===== src/rtl/pulse_sequencer.sv =====
// Repeating P1 / P2-train pulse generator driving RF gate, receiver blank and scope sync.
// Optional CPMG multi-echo train is enabled by defining PULSE_SEQ_CPMG_EN.
//
// state | meaning
// IDLE  | out of reset, waiting for the first period start
// P1    | excitation pulse
// DEL   | P1-end to first-P2 delay
// P2    | refocusing pulse
// GAP   | 2*del spacing between consecutive P2 pulses
// DONE  | sequence finished, waiting for the next period start

module pulse_sequencer #(
    parameter int unsigned PER_MIN = 2
) (
    input  logic        clk,
    input  logic        rst_n,
    input  logic [31:0] per,
    input  logic [15:0] p1wid,
    input  logic [15:0] del,
    input  logic [15:0] p2wid,
    input  logic [7:0]  cp,
    input  logic [7:0]  p_bl,
    input  logic        bl,
    output logic        sync,
    output logic        pulse,
    output logic        inhib,
    output logic [7:0]  echo_num
);

`ifdef PULSE_SEQ_CPMG_EN
    localparam bit CPMG_EN = 1'b1;
`else
    localparam bit CPMG_EN = 1'b0;
`endif

    typedef enum logic [2:0] {IDLE, P1, DEL, P2, GAP, DONE} state_t;

    state_t      state, state_nx;
    logic [31:0] per_l, per_nx;
    logic [15:0] p1wid_l, p1wid_nx;
    logic [15:0] del_l, del_nx;
    logic [15:0] p2wid_l, p2wid_nx;
    logic [7:0]  cp_l, cp_nx;
    logic [7:0]  p_bl_l, p_bl_nx;
    logic        bl_l, bl_nx;

    logic [31:0] cnt, cnt_nx;
    logic [16:0] seg, seg_nx;
    logic        seg_on, seg_on_nx;
    logic [7:0]  tail, tail_nx;
    logic [7:0]  echo_nx;
    logic        started;

    logic [31:0] per_eff;
    logic        start;
    logic        pulse_end;
    logic        active_nx;
    logic [7:0]  n_p2;
    logic [7:0]  echo_inc;

    // Remaining-cycle count after the first cycle of a segment; zero length still lasts one cycle.
    function automatic logic [16:0] seg_load(input logic [16:0] len);
        return (len == 17'd0) ? 17'd0 : len - 17'd1;
    endfunction

    assign per_eff   = (per_l < 32'(PER_MIN)) ? 32'(PER_MIN) : per_l;
    assign start     = !started || (cnt == per_eff - 32'd1);
    assign n_p2      = CPMG_EN ? cp_l : 8'd1;
    assign echo_inc  = (echo_num == 8'hFF) ? 8'hFF : echo_num + 8'd1;
    assign pulse_end = ((state == P1) || (state == P2)) && seg_on && ((seg == 17'd0) || start);
    assign active_nx = ((state_nx == P1) || (state_nx == P2)) && seg_on_nx;

    always_comb begin
        per_nx    = per_l;
        p1wid_nx  = p1wid_l;
        del_nx    = del_l;
        p2wid_nx  = p2wid_l;
        cp_nx     = cp_l;
        p_bl_nx   = p_bl_l;
        bl_nx     = bl_l;
        cnt_nx    = cnt + 32'd1;
        state_nx  = state;
        seg_nx    = seg;
        seg_on_nx = seg_on;
        echo_nx   = echo_num;

        if (start) begin
            per_nx    = per;
            p1wid_nx  = p1wid;
            del_nx    = del;
            p2wid_nx  = p2wid;
            cp_nx     = cp;
            p_bl_nx   = p_bl;
            bl_nx     = bl;
            cnt_nx    = 32'd0;
            state_nx  = P1;
            seg_nx    = seg_load({1'b0, p1wid});
            seg_on_nx = (p1wid != 16'd0);
            echo_nx   = 8'd0;
        end else if (seg != 17'd0) begin
            seg_nx = seg - 17'd1;
        end else begin
            case (state)
                P1: begin
                    seg_on_nx = 1'b0;
                    if (n_p2 == 8'd0) begin
                        state_nx = DONE;
                        seg_nx   = 17'd0;
                    end else begin
                        state_nx = DEL;
                        seg_nx   = seg_load({1'b0, del_l});
                    end
                end
                DEL, GAP: begin
                    state_nx  = P2;
                    seg_nx    = seg_load({1'b0, p2wid_l});
                    seg_on_nx = (p2wid_l != 16'd0);
                end
                P2: begin
                    echo_nx   = echo_inc;
                    seg_on_nx = 1'b0;
                    if (echo_inc < n_p2) begin
                        state_nx = GAP;
                        seg_nx   = seg_load({del_l, 1'b0});
                    end else begin
                        state_nx = DONE;
                        seg_nx   = 17'd0;
                    end
                end
                default: begin
                    state_nx = state;
                end
            endcase
        end
    end

    // Tail reloads whenever a non-zero pulse ends, including truncation at a period wrap.
    assign tail_nx = pulse_end ? p_bl_l : ((tail != 8'd0) ? tail - 8'd1 : 8'd0);

    always_ff @(posedge clk or negedge rst_n) begin
        if (!rst_n) begin
            state    <= IDLE;
            per_l    <= 32'd0;
            p1wid_l  <= 16'd0;
            del_l    <= 16'd0;
            p2wid_l  <= 16'd0;
            cp_l     <= 8'd0;
            p_bl_l   <= 8'd0;
            bl_l     <= 1'b0;
            cnt      <= 32'd0;
            seg      <= 17'd0;
            seg_on   <= 1'b0;
            tail     <= 8'd0;
            started  <= 1'b0;
            sync     <= 1'b0;
            pulse    <= 1'b0;
            inhib    <= 1'b0;
            echo_num <= 8'd0;
        end else begin
            state    <= state_nx;
            per_l    <= per_nx;
            p1wid_l  <= p1wid_nx;
            del_l    <= del_nx;
            p2wid_l  <= p2wid_nx;
            cp_l     <= cp_nx;
            p_bl_l   <= p_bl_nx;
            bl_l     <= bl_nx;
            cnt      <= cnt_nx;
            seg      <= seg_nx;
            seg_on   <= seg_on_nx;
            tail     <= tail_nx;
            started  <= 1'b1;
            sync     <= start;
            pulse    <= active_nx && !bl_nx;
            inhib    <= active_nx || (tail_nx != 8'd0);
            echo_num <= echo_nx;
        end
    end

endmodule


===== config.mk =====
export PLATFORM = sky130hd
export DESIGN_NAME = pulse_sequencer
export DESIGN_NICKNAME = d
export VERILOG_FILES = /design/src/rtl/pulse_sequencer.sv
export SDC_FILE = /design/constraint.sdc
export NUM_CORES = 1
export LEC_CHECK = 0
export CAP_MARGIN = 10
export CORE_ASPECT_RATIO = 1.5
export CORE_MARGIN = 8
export CORE_UTILIZATION = 32
export DETAILED_ROUTE_END_ITERATION = 16
export GPL_ROUTABILITY_DRIVEN = 0
export PLACE_DENSITY = 0.57
export SYNTH_ARGS = -nofsm -noshare
export SYNTH_HDL_FRONTEND = slang
export SYNTH_SLANG_ARGS = --single-unit

===== constraint.sdc =====
create_clock -name clk -period 5.3 [get_ports clk]
set_input_delay 1.06 -clock clk [delete_from_list [all_inputs] [get_ports clk]]
set_output_delay 1.06 -clock clk [all_outputs]
set_load 0.02 [all_outputs]

# Word-level counts from Yosys, hierarchy flattened

Cells that the tools add are included.

Flip-flop bits (word level): 146
Input bits: 99
Output and inout bits: 11
Word-level logic and storage cells: 84

$add $sub $neg: 9
$lt $le $gt $ge: 2
Equal/unequal tests: 9
Muxes and demuxes: 24
Reductions and logical operators: 25

Operators with widths:

| operator                                             | number |
|---|---|
| 2-to-1 mux 17 bit                                    | 7 |
| 2-to-1 mux 32 bit                                    | 2 |
| one-hot mux 17 bit (3 select lines)                  | 1 |
| subtractor 16 x 1 -> 17 bit (second input constant)  | 3 |
| zero test 16 bit                                     | 3 |
| 2-to-1 mux 8 bit                                     | 6 |
| subtractor 17 x 1 -> 17 bit (second input constant)  | 2 |
| adder 32 x 1 -> 32 bit (second input constant)       | 1 |
| == test 32 bit                                       | 1 |
| < comparator 32 x 2 -> 1 bit (second input constant) | 1 |
| nonzero test 16 bit                                  | 2 |
| subtractor 32 x 1 -> 32 bit (second input constant)  | 1 |
| zero test 17 bit                                     | 1 |
| nonzero test 17 bit                                  | 1 |
| nonzero test 8 bit                                   | 2 |
| == test 3 x 2 -> 1 bit (second input constant)       | 3 |
| one-hot mux 3 bit (3 select lines)                   | 1 |
| adder 8 x 1 -> 8 bit (second input constant)         | 1 |
| == test 8 bit (second input constant)                | 1 |
| < comparator 8 x 1 -> 1 bit (second input constant)  | 1 |
| subtractor 8 x 1 -> 8 bit (second input constant)    | 1 |
| == test 3 x 1 -> 1 bit (second input constant)       | 2 |
| 2-to-1 mux 3 bit                                     | 2 |
| logical OR 1 bit                                     | 5 |
| other kinds (10)                                     | 18 |

# Longest topological paths before layout

Depth after elaboration: 11
Depth in mapped cells: 18

# Worst setup path before layout

No wires, ideal clock.

Path type: register to register
Start: reg per_l[16]
End: reg per_l[16]
Arrival time: 4172 ps
Required time: 5175 ps
Path slack: 1003 ps
Stages on the path, launching flop included: 16
Buffers on the path: 2
Clock period less this slack: 4297 ps
Cell sequence: dfrtp_1 or4_1 nor4_4 nand3_1 nand2_1 ha_1 or3b_2 or4_1 o21ai_0 nand4_1 nor4_1 nand4_1 o21ai_1 buf_4 buf_4 mux2_2

Longest elaborated chain between the ends: 5

RTL lines:

| item                          | RTL line | source |
|---|---|---|
| start, declared               | 39       | `logic [31:0] per_l, per_nx;` |
| start signal, assigned        | 161      | `per_l <= per_nx;` |
| < comparator 32 x 2 -> 1 bit  | 66       | `assign per_eff = (per_l < 32'(PER_MIN)) ? 32'(PER_MIN) : per_l;` |
| 2-to-1 mux 32 bit *           | 66       |  |
| subtractor 32 x 1 -> 32 bit * | 67       | `assign start = !started \|\| (cnt == per_eff - 32'd1);` |
| == test 32 bit *              | 67       |  |
| logical OR 1 bit *            | 67       |  |

Mark *: on every way between the ends. The rest lies on a longest branch, timed or not.
A chain may end at the register's enable or synchronous reset.

# Worst setup path after layout

Start: reg per_l[27]
End: reg p2wid_l[2]

Longest elaborated chain between the ends: 5

RTL lines:

| item                          | RTL line | source |
|---|---|---|
| < comparator 32 x 2 -> 1 bit  | 66       |  |
| 2-to-1 mux 32 bit *           | 66       |  |
| subtractor 32 x 1 -> 32 bit * | 67       |  |
| == test 32 bit *              | 67       |  |
| logical OR 1 bit *            | 67       |  |
| end signal, assigned          | 164      | `p2wid_l <= p2wid_nx;` |
| end, declared                 | 42       | `logic [15:0] p2wid_l, p2wid_nx;` |

Marked as above.

==> flow_metrics.tcl <==
set metrics [dict create \
    status "completed" \
    cts-htree-levels 4 \
    maxCapViolCount 0 \
    vias 7325 \
    grt_overflow 0 \
    finalHoldViolations 0 \
    start_util 0.323 \
    crit_fanout 47 \
    drtIter0Drc 302 \
    power_density_nw_per_um2 276 \
    syn_area_um2 8930 \
    finalSetupViolations 0 \
    antenna_found_initial 0 \
    cp.required_ns 5.61 \
    synth.distinct_cells 63 \
    yosysMostFrequentCell "dfrtp_1" \
    vdd_drop_max_uv 239 \
    drive_above_1_share 0.116 \
    grt_pass1_vias 7564 \
    final_core_util 0.399 \
    port-buffer-count 101 \
    power_leakage_nw 4.22 \
    fin_setup_tns_ns 0 \
    finalNetCount 1144 \
    die_y_um 221 \
    synth_nets 1036 \
    ant_nets 0 \
    io_pins 110 \
    clk_pin_slew_ns 0.06 \
    skew_ns 0.0123 \
    routed_wirelength_mm 24.1 \
    synth_area_per_cell_um2 9.64 \
    ys.flop_type "dfrtp_1" \
    grt_first_pass_wirelength_mm 39.1 \
    critPathMaxStageDelay_ns 0.62 \
    vias_per_cell 5.26 \
    relSlewSlack 0.263 \
    synth_edf_count 0 \
    clk_latency_ns 0.43 \
    netlist_instances 927 \
    cts_tree "built" \
    worst_slew_pin_slew_ns 1.09 \
    synthArstFlopShare 1.00 \
    ys_seq_area_frac 0.409 \
    report.final.slew_viol_count 0 \
    fillers 2723 \
    cts-resized-gates 0 \
    yosysWarnings 0 \
    place_hpwl_mm 18.4 \
    track_usage 0.146 \
    diodes 0 \
    cp-end-kind "register" \
    cts_made_buffers 17 \
    core_area_um2 27700 \
    hold_buffers 0 \
    crit_chain "or4_1, and4b_1, nand3_1, nand2_1, ha_1, or3b_2, or4_1, o21ai_0, nand4_1, nor4_1, nand4_1, o21ai_4, buf_12, buf_12, mux2_2" \
    die_w_um 152 \
    grt_max_degree 52 \
    yosys.area.top_type "dfrtp_1" \
    clockRootBuffer "clkbuf_16" \
    min_path_type "register to register" \
    multi_input_area_um2 5050 \
    post-route-period-util 0.931 \
    regArea_um2 3650 \
    ys_ff_latch 146 \
    rsz0062_at_grt "false" \
    critical_path_class "register to register" \
    synthTopCellsByCount "dfrtp_1, nor2_1, nand2_1" \
    dp_cells 1360 \
    cp_slowest_cell "or4_1" \
    worstPathArrival_ns 5.25 \
    fin_crit_ns 4.94 \
    dieArea_um2 33600 \
    dr.pass1.iters 5 \
    wire_per_inst_um 17.3 \
    post-route-drc-count 0 \
    synthTopCellsByArea "dfrtp_1, mux2_2, xnor2_1" \
    clockBufferDepth 2 \
    cp-start-kind "register" \
    syn_to_final_growth_pct 23.8 \
    cts_sinks 146 \
    synth_top_area_frac 0.409 \
    max_freq_mhz 203 \
    rows 75 \
    final_cells 1393 \
]
[critical path, delay by kind of cell (launching register included)]
| family | cells | cell delay, ns |
|---|---|---|
| AO/OA/AOI/OAI | 2 | 0.51 |
| multiplexers | 1 | 0.37 |
| adder cells (fa/ha/maj) | 1 | 0.23 |
| AND/OR/NAND/NOR | 9 | 2.85 |
| flip-flops | 1 | 0.42 |
| buffers and inverters | 2 | 0.43 |
[report_power, final]
group / total (W) / internal [W] / leakage, nW / switching (W)
logic: 0.000467 / 0.000254 / 2.12 / 0.000214
clock network: 0.00127 / 0.000786 / 0.298 / 0.000479
registers: 0.00132 / 0.00121 / 1.80 / 0.000114
[metrics by stage]
stage / setup slack, ns / area (um^2) / total power (W) / hold slack (ns)
2_1_floorplan: 1.00 / 8930 / 0.00161 / 0.472
3_3_place_gp: 0.309 / 10400 / 0.00180 / 0.485
3_5_place_dp: 0.270 / 10400 / 0.00181 / 0.492
4_1_cts: 0.253 / 11000 / 0.00309 / 0.520
5_1_grt: 0.00461 / 11100 / 0.00320 / 0.542
6_report: 0.364 / 11100 / 0.00305 / 0.517
[cell families after synthesis]
logic type	Yosys count	share of synthesized area
buffers and inverters	55	0.0277
AND/OR/NAND/NOR	363	0.213
other	1	0.000420
adder cells (fa/ha/maj)	10	0.0140
XOR/XNOR	122	0.120
flip-flops	146	0.409
AO/OA/AOI/OAI	141	0.106
multiplexers	89	0.111
[final cells by class]
cell class	count	share of cell area
clock buffer	22	0.0438
clock inverter	9	0.0117
inverter	17	0.00577
multi-input combinational	726	0.457
sequential	146	0.330
tap	346	0.0392
timing repair buffer	127	0.113
[registers in the layout, summed over array words and instances, names as in the netlist]
signal    count
pulse         1
state         3
seg_on        1
p_bl_l        8
inhib         1
echo_num      8
del_l        16
p2wid_l      16
per_l        32
cnt          32
bl_l          1
started       1
sync          1
seg          17
tail          8
[path summary, 6_finish.rpt]
kind | from | to | slack (ns) | cells past startpoint
worst min register to register | bl_l$_DFF_PN0_ | bl_l$_DFF_PN0_ | 0.52 | 1
max in group asynchronous | rst_n | cnt[30]$_DFF_PN0_ | 3.66 | 2
worst max register to register | per_l[27]$_DFFE_PN0N_ | p2wid_l[2]$_DFFE_PN0N_ | 0.36 | 15
worst max-delay path | per_l[27]$_DFFE_PN0N_ | p2wid_l[2]$_DFFE_PN0N_ | 0.36 | 15
worst min-delay path | bl_l$_DFF_PN0_ | bl_l$_DFF_PN0_ | 0.52 | 1
min in group asynchronous | rst_n | cnt[1]$_DFF_PN0_ | 0.55 | 1
[what timing repair did]
item	in CTS	in global routing
setup buffers	0	2
endpoints found under the hold margin	0	0
endpoints found under the setup margin	0	7
[per-layer routing]
layer  global-route usage  wire length, um
met5                    0                0
met4               0.0735              820
met3               0.0260              811
met2                0.279            13100
met1                0.152             9330
[layout by cell type (no fill, tap or decap), types with 13 or more instances in the layout]
cell type and n:
nor3_1 31, o21ai_0 38, buf_4 23, a21oi_1 23, nand2_1 69, and3_1 13
xnor2_1 68, inv_1 17, nor2_1 95, nand3_1 39, dfrtp_1 146, or4_1 13
mux2_2 54, clkbuf_16 17, nor4_1 23, clkdlybuf4s50_1 100, xor2_1 54, nand4_1 16
mux2_1 23
(Power assumes the default switching activity.)
==> edit 1, RTL diff (same flow settings) <==
`CPMG_EN`: 1'b0 -> 1'b1.
--- a/src/rtl/pulse_sequencer.sv
+++ b/src/rtl/pulse_sequencer.sv
@@ -30,7 +30,7 @@
 `ifdef PULSE_SEQ_CPMG_EN
     localparam bit CPMG_EN = 1'b1;
 `else
-    localparam bit CPMG_EN = 1'b0;
+    localparam bit CPMG_EN = 1'b1;
 `endif
 
     typedef enum logic [2:0] {IDLE, P1, DEL, P2, GAP, DONE} state_t;
Formal check against the unedited RTL: not equivalent (a bounded check fails within 4 cycles, from zero or initial values and one cycle with rst_n low).
==> edit 1 against the unedited design <==
- sequential cell count rose by 8
- routed wire length rose by 11%
- final area rose by 7.4%
- core utilization rose by 0.45 points
- critical path type unchanged
- sequential share of layout area fell by 0.57 points
- via count rose by 8.8%
- setup slack got worse by 0.20 ns
- area after synthesis rose by 6.7%
- power rose by 0.75%
- hold slack got worse by 0.0086 ns
- maximum frequency fell by 3.9%
==> edit 1: results (changes against the unedited design) <==
| Metric | Value |
|---|---|
| Worst Skew | `0.00843 ns (was 0.0123 ns)` |
| Hold Path Class | `reg2reg (unchanged)` |
| Clock Latency Late Sink | `0.44 ns` |
| Layout cells sized above 1 | `15.3% (was 11.6%)` |
| Worst hold path endpoint | `pulse (was bl_l)` |
| Hold Startpoint | `bl_l (unchanged)` |
| Maximum number of pins on one net before global-route repair | `83 (was 52)` |
| Netlist cell types | `67 (was 63)` |
| Synth area leaders | `dfrtp_1 (40%), mux2_2 (9.2%), xor2_1 (6.1%) (was dfrtp_1 (41%), mux2_2 (6.8%), xnor2_1 (6.7%))` |
| Final #Nets | `1249 (was 1144)` |
| Filler Cell Count | `2902 (was 2723)` |
| Most common library cells after synthesis | `dfrtp_1 (154), nor2_1 (101), mux2_2 (78), nand2_1 (78), xor2_1 (66) (was dfrtp_1 (146), nor2_1 (95), nand2_1 (69), xnor2_1 (68))` |
| Initial antenna violation count | `1 (was 0)` |
| Dpl hpwl | `20800 um (was 18400 um)` |
| Drt wl/cell | `17.4 um (was 17.3 um)` |
| PortBufs | `109 (was 101)` |
| Vias per std cell | `5.17 (was 5.26)` |
| DRT iter0 DRCs | `368 (was 302)` |
| Biggest regs | `cnt (32), per_l (32), seg (17) (unchanged)` |
| Synth async-reset ratio | `100% (unchanged)` |
| Worst Tran Pin Value | `0.904 ns (was 1.09 ns)` |
| Mapped Nets | `1128 (was 1036)` |
| M1 GR Usage | `16.0% (was 15.2%)` |
| CTS Buf Count | `17 (unchanged)` |
| Slowest cell on the critical path | `or4b_1 (was or4_1)` |
| Cells on worst reg2reg path | `16 (was 15)` |
| GR Util met3 | `3.15% (was 2.60%)` |
| Antenna diodes | `0 (unchanged)` |
| Worst reg2reg setup slack | `0.16 ns (was 0.36 ns)` |
| Synth Warn # | `0 (unchanged)` |
| Post-synthesis sequential area ratio | `40.4% (was 40.9%)` |
| First-pass GRT wire length | `43500 um (was 39100 um)` |
| CTS root buf | `clkbuf_16 (unchanged)` |
| All-Layer GR Usage | `15.6% (was 14.6%)` |
| Min-Delay Path Depth | `1 (unchanged)` |
| Number of global-route vias before repair | `8321 (was 7564)` |
| Maximum vdd drop | `0.177 mV (was 0.239 mV)` |
| Static leakage | `4.69 nW (was 4.22 nW)` |
| Reg clk slew, reported paths | `roughly 0.070 ns` |
| H-tree Lvls | `4 (unchanged)` |
| CP max stage delay | `0.51 ns (was 0.62 ns)` |
| R2r endpoint | `p_bl_l[6] (was p2wid_l[2])` |
| Drt pass-1 iters | `5 (unchanged)` |
| CTS max path bufs | `2 (unchanged)` |
| FF-to-FF Start | `per_l[26] (was per_l[27])` |
| Crit-path max FO | `18 (was 47)` |
| Status | `completed (unchanged)` |
| Grt met2 use | `29.4% (was 27.9%)` |
## edit 1: kinds of logic after synthesis
family | after synthesis | share of synthesized area [%]
other | 1 | 0.0393
adders and majority gates | 17 | 2.23
xor gates and xnor gates | 125 | 11.5
muxes | 88 | 10.3
buffers and inverters | 66 | 3.02
AOI/OAI and AO/OA | 152 | 10.4
DFF | 154 | 40.4
and+or+nand+nor | 409 | 22.1
## edit 1: repair_timing
item,CTS,global route
setup buffers,0,1
resized for setup,0,13
hold buffers,0,0
hold endpoints to repair,0,0
endpoints found under the setup margin,0,112
## edit 1: worst max-delay path by stage
| stage | start | slack [ns] | endpoint | cells after the start |
|---|---|---|---|---|
| 3_5_place_dp | per_l[26] | 0.06 | tail[7] | 15 |
| 4_1_cts | per_l[26] | 0.01 | tail[0] | 15 |
| 5_1_grt | per_l[26] | 0.007 | p2wid_l[3] | 16 |
| 6_report | per_l[26] | 0.16 | p_bl_l[6] | 16 |
| 2_1_floorplan | per_l[9] | 0.34 | del_l[10] | 17 |
| 3_3_place_gp | per_l[20] | 0.05 | tail[0] | 15 |
## edit 1: power by group
group | switching [W] | internal [W]
Clock | 0.000516 | 0.000627
Sequential | 0.000117 | 0.00127
Combinational | 0.000259 | 0.000284
Total | 0.000892 | 0.00218
## edit 1: layer usage
| layer | vias up | share of wire (%) | routed length [um] |
|---|---|---|---|
| met5 | - | 0.048 | 13 |
| met2 | 166 | 56 | 15000 |
| met1 | 3865 | 37 | 9910 |
| met4 | 2 | 3.5 | 939 |
| met3 | 63 | 3.6 | 970 |
| li1 | 3870 | - | - |
## edit 1: worst max-delay path: cells and delay by family, from the launching register on
| kind | cells | cell delay, ns |
|---|---|---|
| AOI/OAI and AO/OA | 4 | 1.07 |
| adders and majority gates | 1 | 0.25 |
| buffers and inverters | 3 | 0.51 |
| DFF | 1 | 0.46 |
| muxes | 1 | 0.34 |
| and+or+nand+nor | 7 | 2.38 |
## edit 1: final cells by class
type	instances	share of cell area, %
Clock buffer	20	3.85
Inverter	25	0.791
Tap cell	395	4.16
Sequential cell	154	32.5
Timing Repair Buffer	143	12.0
Clock inverter	12	0.791
Multi-Input combinational cell	792	45.9
## edit 1: metrics by stage
step           cell area, sq um  worst slack [ns]  hold slack, ns  instances  utilization [%]
6_report                  11900             0.162           0.508       1541             40.4
5_1_grt                   11900           0.00714           0.521       1541             40.4
4_1_cts                   11800            0.0103           0.505       1540             40.1
3_5_place_dp              11200            0.0589           0.489       1508             38.3
3_3_place_gp              11200            0.0544           0.493       1508             38.3
2_1_floorplan              9530             0.339           0.428       1012                -
==> edit 2, RTL diff (same settings) <==
Made on the original files. The 6 states of `state_t` get a Gray code encoding in 3 bits.
--- a/src/rtl/pulse_sequencer.sv
+++ b/src/rtl/pulse_sequencer.sv
@@ -33,7 +33,7 @@
     localparam bit CPMG_EN = 1'b0;
 `endif
 
-    typedef enum logic [2:0] {IDLE, P1, DEL, P2, GAP, DONE} state_t;
+    typedef enum logic [2:0] {IDLE = 3'b000, P1 = 3'b001, DEL = 3'b011, P2 = 3'b010, GAP = 3'b110, DONE = 3'b111} state_t;
 
     state_t      state, state_nx;
     logic [31:0] per_l, per_nx;
Behaviour: no difference found for any inputs over 4 cycles, from zero or initial values and one cycle with rst_n low; so few cycles prove little.
==> edit 2 against the unedited design <==
- via count up 5.6%
- routed wire length grew 6.7%
- synthesized cell count rose by 5.0%
- clock power down 6%
- area after synthesis rose by 4.2%
- power grew 0.78%
- non-clock buffer count up 17
- final area increased by 4.3%
- sequential cell count unchanged
- global-route usage increased by 0.59 points
- setup slack better by 0.012 ns
- largest cell class unchanged
- highest routed layer unchanged
==> edit 2: results (changes against the unedited design) <==
| Metric | Value |
|---|---|
| All-Layer GR Usage | `15.2% (was 14.6%)` |
| Hold Startpoint | `p_bl_l[2] (was bl_l)` |
| Filler Cell Count | `2936 (was 2723)` |
| Max-Slew Margin vs Limit | `30.9% (was 26.3%)` |
| M1 GR Usage | `15.7% (was 15.2%)` |
| Placed cell area | `11000 sq um (was 10400 sq um)` |
| Maximum vdd drop | `0.194 mV (was 0.239 mV)` |
| Netlist cell types | `72 (was 63)` |
| Synth area leaders | `dfrtp_1 (39%), mux2_2 (9.6%), xnor2_1 (6.8%) (was dfrtp_1 (41%), mux2_2 (6.8%), xnor2_1 (6.7%))` |
| GR Util met3 | `3.36% (was 2.60%)` |
| Mapped Nets | `1082 (was 1036)` |
| Dpl hpwl | `20000 um (was 18400 um)` |
| Met1 Wirelength | `9960 um (was 9330 um)` |
| Static leakage | `4.38 nW (was 4.22 nW)` |
| CP max stage delay | `0.65 ns (was 0.62 ns)` |
| First-pass GRT wire length | `41800 um (was 39100 um)` |
| DRT iter0 DRCs | `305 (was 302)` |
| Biggest regs | `cnt (32), per_l (32), seg (17) (unchanged)` |
| Maximum number of pins on one net before global-route repair | `89 (was 52)` |
| FF-to-FF Start | `per_l[6] (was per_l[27])` |
| Drt wl/cell | `17.2 um (was 17.3 um)` |
| Grt met2 use | `28.6% (was 27.9%)` |
| CP Launch Point | `per_l[6] (was per_l[27])` |
| Number of global-route vias before repair | `8061 (was 7564)` |
| Post-synthesis sequential area ratio | `39.2% (was 40.9%)` |
| DP Worst Slack | `0.318 ns (was 0.270 ns)` |
| Status | `completed (unchanged)` |
| Met2 wire length | `14000 um (was 13100 um)` |
| Most common library cells after synthesis | `dfrtp_1 (146), nor2_1 (98), mux2_2 (79), nand2_1 (76), xnor2_1 (72) (was dfrtp_1 (146), nor2_1 (95), nand2_1 (69), xnor2_1 (68))` |
| Met3 wire length | `852 um (was 811 um)` |
| Final #Nets | `1207 (was 1144)` |
| Layout cells sized above 1 | `15.7% (was 11.6%)` |
==> edit 2: cell count changes in the layout (fill, tap and decap cells not counted), sizes merged, moves of 6 or more <==
| cell | change |
|---|---|
| nor2 | +12 |
| mux2 | +11 |
| nand2 | +8 |
| nor3 | +8 |
| a21oi | +16 |
| o41ai | -6 |
| o22ai | +8 |
| nand3 | -6 |
| buf | +17 |
==> edit 2: where the power goes <==
group	switching, W	internal [W]	leakage (nW)	total, W
combinational	0.000269	0.000293	2.33	0.000562
clock	0.000484	0.000702	0.256	0.00119
sequential	0.000117	0.00121	1.80	0.00133
total	0.000870	0.00221	4.38	0.00308
==> edit 2: cell families after synthesis <==
family          share of synthesized area [%]
simple gates                             23.0
flops                                    39.2
compound gates                           9.69
xor+xnor                                 11.6
mux                                      11.9
buf+inv                                  3.23
fa+ha+maj                                1.34
other cells                            0.0403
==> edit 2: final timing paths <==
kind	slack, ns	cells after the start	to
worst max-delay path	0.38	15	inhib
worst min-delay path	0.52	1	tail[2]
worst max register to register	0.38	15	inhib
worst min register to register	0.52	1	tail[2]
max in group asynchronous	3.62	2	per_l[17]
min in group asynchronous	0.66	1	del_l[4]
==> edit 2: area by class of cell <==
type                       instances  area, sq um  area share, %
tap                              390          488           4.23
clock buffer                      23          458           3.97
clock inverter                     8          106          0.923
multi-input combinational        772         5370           46.6
sequential                       146         3650           31.7
timing repair buffer             144         1390           12.0
inverter                          17         63.8          0.554
==> edit 2: per-stage QoR <==
step                hold WS [ns]  power, W  utilization, %  instances
CTS                        0.531   0.00311            40.1       1500
floorplan                  0.477   0.00167               -        973
global route               0.542   0.00322            40.1       1500
global placement           0.507   0.00190            38.2       1469
finish                     0.518   0.00308            40.1       1500
detailed placement         0.518   0.00191            38.2       1469
